[config.mk]
export PLATFORM = sky130hd
export DESIGN_NAME = instr_encode
export DESIGN_NICKNAME = d
export VERILOG_FILES = /design/src/rtl/instr_encode.sv
export SDC_FILE = /design/constraint.sdc
export NUM_CORES = 1
export LEC_CHECK = 0
export BUFFER_PORTS_ARGS = -buffer_cell sky130_fd_sc_hd__clkbuf_2
export CORE_MARGIN = 2
export CORE_UTILIZATION = 40
export DETAILED_ROUTE_END_ITERATION = 7
export SLEW_MARGIN = 5
export SYNTH_ARGS = -nofsm -noshare
export SYNTH_HDL_FRONTEND = slang
export SYNTH_SLANG_ARGS = --single-unit
[constraint.sdc]
create_clock -name clk -period 1.98 [get_ports clk]
set_input_delay 0.099 -clock clk [delete_from_list [all_inputs] [get_ports clk]]
set_output_delay 0.099 -clock clk [all_outputs]
set_load 0.005 [all_outputs]
[src/rtl/instr_encode.sv]
// rtl/instr_encode.sv - instruction field bundle encoder with output FIFO
// Ports:
//   clk, rst_n                 clock, asynchronous active-low reset
//   in_valid/in_ready          field bundle handshake
//   in_type .. in_off24        instruction field bundle
//   out_valid/out_ready        encoded word handshake, out_instr = FIFO head
//   err                        one-cycle pulse after a rejected bundle
//   err_count, enc_count       saturating reject count, wrapping encode count
module instr_encode #(
  parameter int FIFO_DEPTH = 4
) (
  input  logic        clk,
  input  logic        rst_n,
  input  logic        in_valid,
  output logic        in_ready,
  input  logic [1:0]  in_type,
  input  logic [2:0]  in_dp_type,
  input  logic [3:0]  in_cond,
  input  logic [3:0]  in_opcode,
  input  logic        in_s,
  input  logic [3:0]  in_rn,
  input  logic [3:0]  in_rd,
  input  logic [3:0]  in_rm,
  input  logic [3:0]  in_rs,
  input  logic [11:0] in_imm12,
  input  logic [4:0]  in_shamt,
  input  logic [1:0]  in_shtype,
  input  logic [4:0]  in_pubwl,
  input  logic [23:0] in_off24,
  output logic        out_valid,
  input  logic        out_ready,
  output logic [31:0] out_instr,
  output logic        err,
  output logic [7:0]  err_count,
  output logic [15:0] enc_count
);

  localparam int PW = (FIFO_DEPTH > 1) ? $clog2(FIFO_DEPTH) : 1;
  localparam logic [PW:0] FULL_COUNT = (PW + 1)'(FIFO_DEPTH);

  logic [31:0]   mem [FIFO_DEPTH];
  logic [PW-1:0] wr_ptr;
  logic [PW-1:0] rd_ptr;
  logic [PW:0]   count;

  logic        full;
  logic        accept;
  logic        illegal;
  logic        push;
  logic        pop;
  logic [31:0] enc_word;

  assign full      = (count == FULL_COUNT);
  assign in_ready  = rst_n & ~full;
  assign out_valid = (count != '0);
  assign out_instr = out_valid ? mem[rd_ptr] : 32'h0;

  assign accept = in_valid & in_ready;
  assign pop    = out_valid & out_ready;

  always_comb begin
    illegal = 1'b0;
    if (in_type == 2'b00 || in_cond == 4'hF) begin
      illegal = 1'b1;
    end else if (in_type == 2'b01 &&
                 !(in_dp_type == 3'b001 || in_dp_type == 3'b010 || in_dp_type == 3'b011)) begin
      illegal = 1'b1;
    end
  end

  // Rejected bundles still complete the handshake but never reach the FIFO.
  assign push = accept & ~illegal;

  always_comb begin
    enc_word        = 32'h0;
    enc_word[31:28] = in_cond;
    case (in_type)
      2'b01: begin
        enc_word[27:26] = 2'b00;
        enc_word[24:21] = in_opcode;
        enc_word[20]    = in_s;
        enc_word[19:16] = in_rn;
        enc_word[15:12] = in_rd;
        case (in_dp_type)
          3'b001: begin
            enc_word[25]   = 1'b1;
            enc_word[11:0] = in_imm12;
          end
          3'b010: begin
            enc_word[11:7] = in_shamt;
            enc_word[6:5]  = in_shtype;
            enc_word[3:0]  = in_rm;
          end
          default: begin
            enc_word[11:8] = in_rs;
            enc_word[6:5]  = in_shtype;
            enc_word[4]    = 1'b1;
            enc_word[3:0]  = in_rm;
          end
        endcase
      end
      2'b10: begin
        enc_word[27:26] = 2'b01;
        enc_word[24:20] = in_pubwl;
        enc_word[19:16] = in_rn;
        enc_word[15:12] = in_rd;
        enc_word[11:0]  = in_imm12;
      end
      default: begin
        enc_word[27:26] = 2'b10;
        enc_word[25]    = 1'b1;
        enc_word[24]    = in_pubwl[0];
        enc_word[23:0]  = in_off24;
      end
    endcase
  end

  // Storage needs no reset: out_instr is masked while the FIFO is empty.
  always_ff @(posedge clk) begin
    if (push) begin
      mem[wr_ptr] <= enc_word;
    end
  end

  always_ff @(posedge clk or negedge rst_n) begin
    if (!rst_n) begin
      wr_ptr    <= '0;
      rd_ptr    <= '0;
      count     <= '0;
      err       <= 1'b0;
      err_count <= 8'h00;
      enc_count <= 16'h0000;
    end else begin
      if (push) begin
        wr_ptr <= wr_ptr + 1'b1;
      end
      if (pop) begin
        rd_ptr <= rd_ptr + 1'b1;
      end
      case ({push, pop})
        2'b10:   count <= count + 1'b1;
        2'b01:   count <= count - 1'b1;
        default: count <= count;
      endcase
      err <= accept & illegal;
      if (accept && illegal && err_count != 8'hFF) begin
        err_count <= err_count + 8'h01;
      end
      if (push) begin
        enc_count <= enc_count + 16'h0001;
      end
    end
  end

endmodule
==> metrics.cfg <==
[status]
status = finished, final reports clean

[finish]
fillers = 1451
stdcell_count = 866
layout-area-overhead-vs-synth_pct = 28.0
drive_above_1_share = 0.438
nNetsFinal = 721

[yosys]
synth_warnings = 0
synth_cells = 448
yosysTopAreaCellShare = 0.547
syn_area_um2 = 7030
synthTopCellsByArea = edfxtp_1 (55%), dfrtp_1 (11%), mux4_2 (10%)
yosysMostFrequentCell = edfxtp_1
synth_edf_count = 128
async_flop_share = 0.200
syn_nets = 542
synth-seq-area-share = 0.661
synth_cell_types = 43
yosysTopAreaCell = edfxtp_1
synthFlopType = edfxtp_1
avgSynthCellArea_um2 = 15.7
yosys-top-cells-count = edfxtp_1 (128), and2_1 (37), dfrtp_1 (32), mux4_2 (32), nor2_1 (29)
ys_ff_latch = 160

[global_routing]
grt.overflow.total = 0
grt_pass1_wl_um = 24400
grt_pass1_vias = 4489
grt_start_max_net_pins = 35
antenna_found_initial = 1
grt.total_usage = 0.179

[route]
drc = 0
wl_um = 15800
wl_per_cell_um = 18.3
drt_iter0_markers = 217
routed_via_density = 5.09
firstDrtPassIters = 4
num_vias = 4410
antenna_left = 0

[timing]
period_minus_slack_ns = 1.95
worstMarginPinSlew_ns = 0.432
hold_violations = 0
report.final.setup_viol = 0
setup_ws_ns = 0.0277
rsz0062_at_grt = true
clock_skew_ns = 0.00648
max_freq_mhz = 512
slew_viol_final = 0
fin_crit_sh = 0.986
relSlewSlack = 0.712

[worst_setup_path]
timing.critical_path.from = rd_ptr[0]
startpoint_type = register
path_max_fanout = 18
cp.required_ns = 1.88
rr_worst_depth = 10
cp.arrival_ns = 1.85
path_class = register to output pin
endpoint_kind = output pin
r2r-start = count[1]

[clock_tree]
clkSlewWorstSetupHoldPaths_ns = 0.06
clkSinkCount = 160
clock_latency_ns = 0.42
cts_tree = built
cts_inserted_buffers = 17
clockRootBuffer = clkbuf_16
clock_path_buffers = 2
cts-htree-levels = 4

[placement]
dp.cells = 826
io_buffers = 140
dp_hpwl_um = 10900
routabilityCongestion = 0.750
dp_slack_ns = 0.0377

[hold_path]
min_path_type = primary input to register
hold_depth = 3
holdCritStartpoint = out_ready

[power_and_ir_drop]
p_total_mw = 11.1
cellLeakagePower_nw = 3.54
p_per_area_nw_per_um2 = 1230
ir_worst_vdd_mv = 0.633

[floorplanning]
die_height_um = 137
initial_core_util = 0.408
ios = 141
core_um2 = 17200
die_area_um2 = 18600
row_count = 48
die_w_um = 137

[job]
maxCapViolCount = 0

[power breakdown]
part / switching, mW / total [mW] / leakage, nW / internal [mW]
logic: 1.60 / 3.58 / 1.68 / 1.98
clock network: 1.33 / 3.20 / 0.278 / 1.87
registers: 0.232 / 4.28 / 1.58 / 4.05
total: 3.16 / 11.1 / 3.54 / 7.89
[critical path, cell delays in order, from the launching register on]
cell	delay, ns
dfrtp_2	0.41
buf_12	0.20
mux4_2	0.53
and2_4	0.17
buf_6	0.11
[flip-flops by register name, summed over array words and instances (netlist names)]
name and cells:
mem 128, enc_count 16, err_count 8, count 3
rd_ptr 2, wr_ptr 2, err 1
[final timing paths]
| path | to | slack (ns) |
|---|---|---|
| setup / recovery | out_instr[30] | 0.03 |
| hold / removal | rd_ptr[0] | 0.04 |
| setup reg to reg | count[2] | 0.05 |
| hold reg to reg | enc_count[15] | 0.47 |
| max in group asynchronous | rd_ptr[0] | 1.37 |
| min in group asynchronous | enc_count[5] | 0.27 |
[routing by layer]
layer  GRT usage  routed length, um
met2       0.297               7830
met4      0.0642                225
met1       0.229               6960
met5           0                  0
met3      0.0430                815
[logic make-up after synthesis]
family | share of synthesized area
AOI/OAI and AO/OA | 0.0456
DFF | 0.661
adders and majority gates | 0.0224
muxes | 0.107
xor gates and xnor gates | 0.0361
and+or+nand+nor | 0.106
buffers and inverters | 0.0212
[cell usage in the layout, fill, tap and decap left out, types with 10 or more instances in the layout]
master	count
and2_4	19
xnor2_1	19
buf_4	29
nand2_1	23
clkbuf_16	17
edfxtp_1	128
mux4_2	32
ha_1	10
xor2_1	10
dfrtp_1	30
nand3_1	13
a21oi_1	11
clkbuf_2	138
nor2_1	28
and2_1	18
[repair_timing]
action | CTS | global route
endpoints found under the hold margin | 48 | 0
cloned | 0 | 0
hold buffers | 5 | 0
endpoints found under the setup margin | 9 | 23
pin swaps | 0 | 2
gates resized for setup | 2 | 20
buffers inserted | 1 | 1
[metrics by stage]
stage,TNS (ns),hold WS (ns),instance area (um2),utilization
finish,0,0.0406,9000,0.522
global route,-0.400,0.0301,8990,0.522
CTS,-0.00547,0.0253,8920,0.517
detailed placement,0,0.196,8270,0.480
global placement,0,0.193,8270,0.480
floorplan,0,-0.197,7050,-
[area by class of cell]
type	instances	area [um2]	area share
Clock inverter	15	161	0.0179
Multi-Input combinational cell	256	2310	0.257
Tap cell	225	282	0.0313
Antenna cell	1	2.50	0.000278
Timing Repair Buffer	182	1130	0.126
Clock buffer	17	425	0.0473
Sequential cell	160	4650	0.517
Inverter	10	37.5	0.00417
No activity file was read; power rests on OpenSTA's default activity.
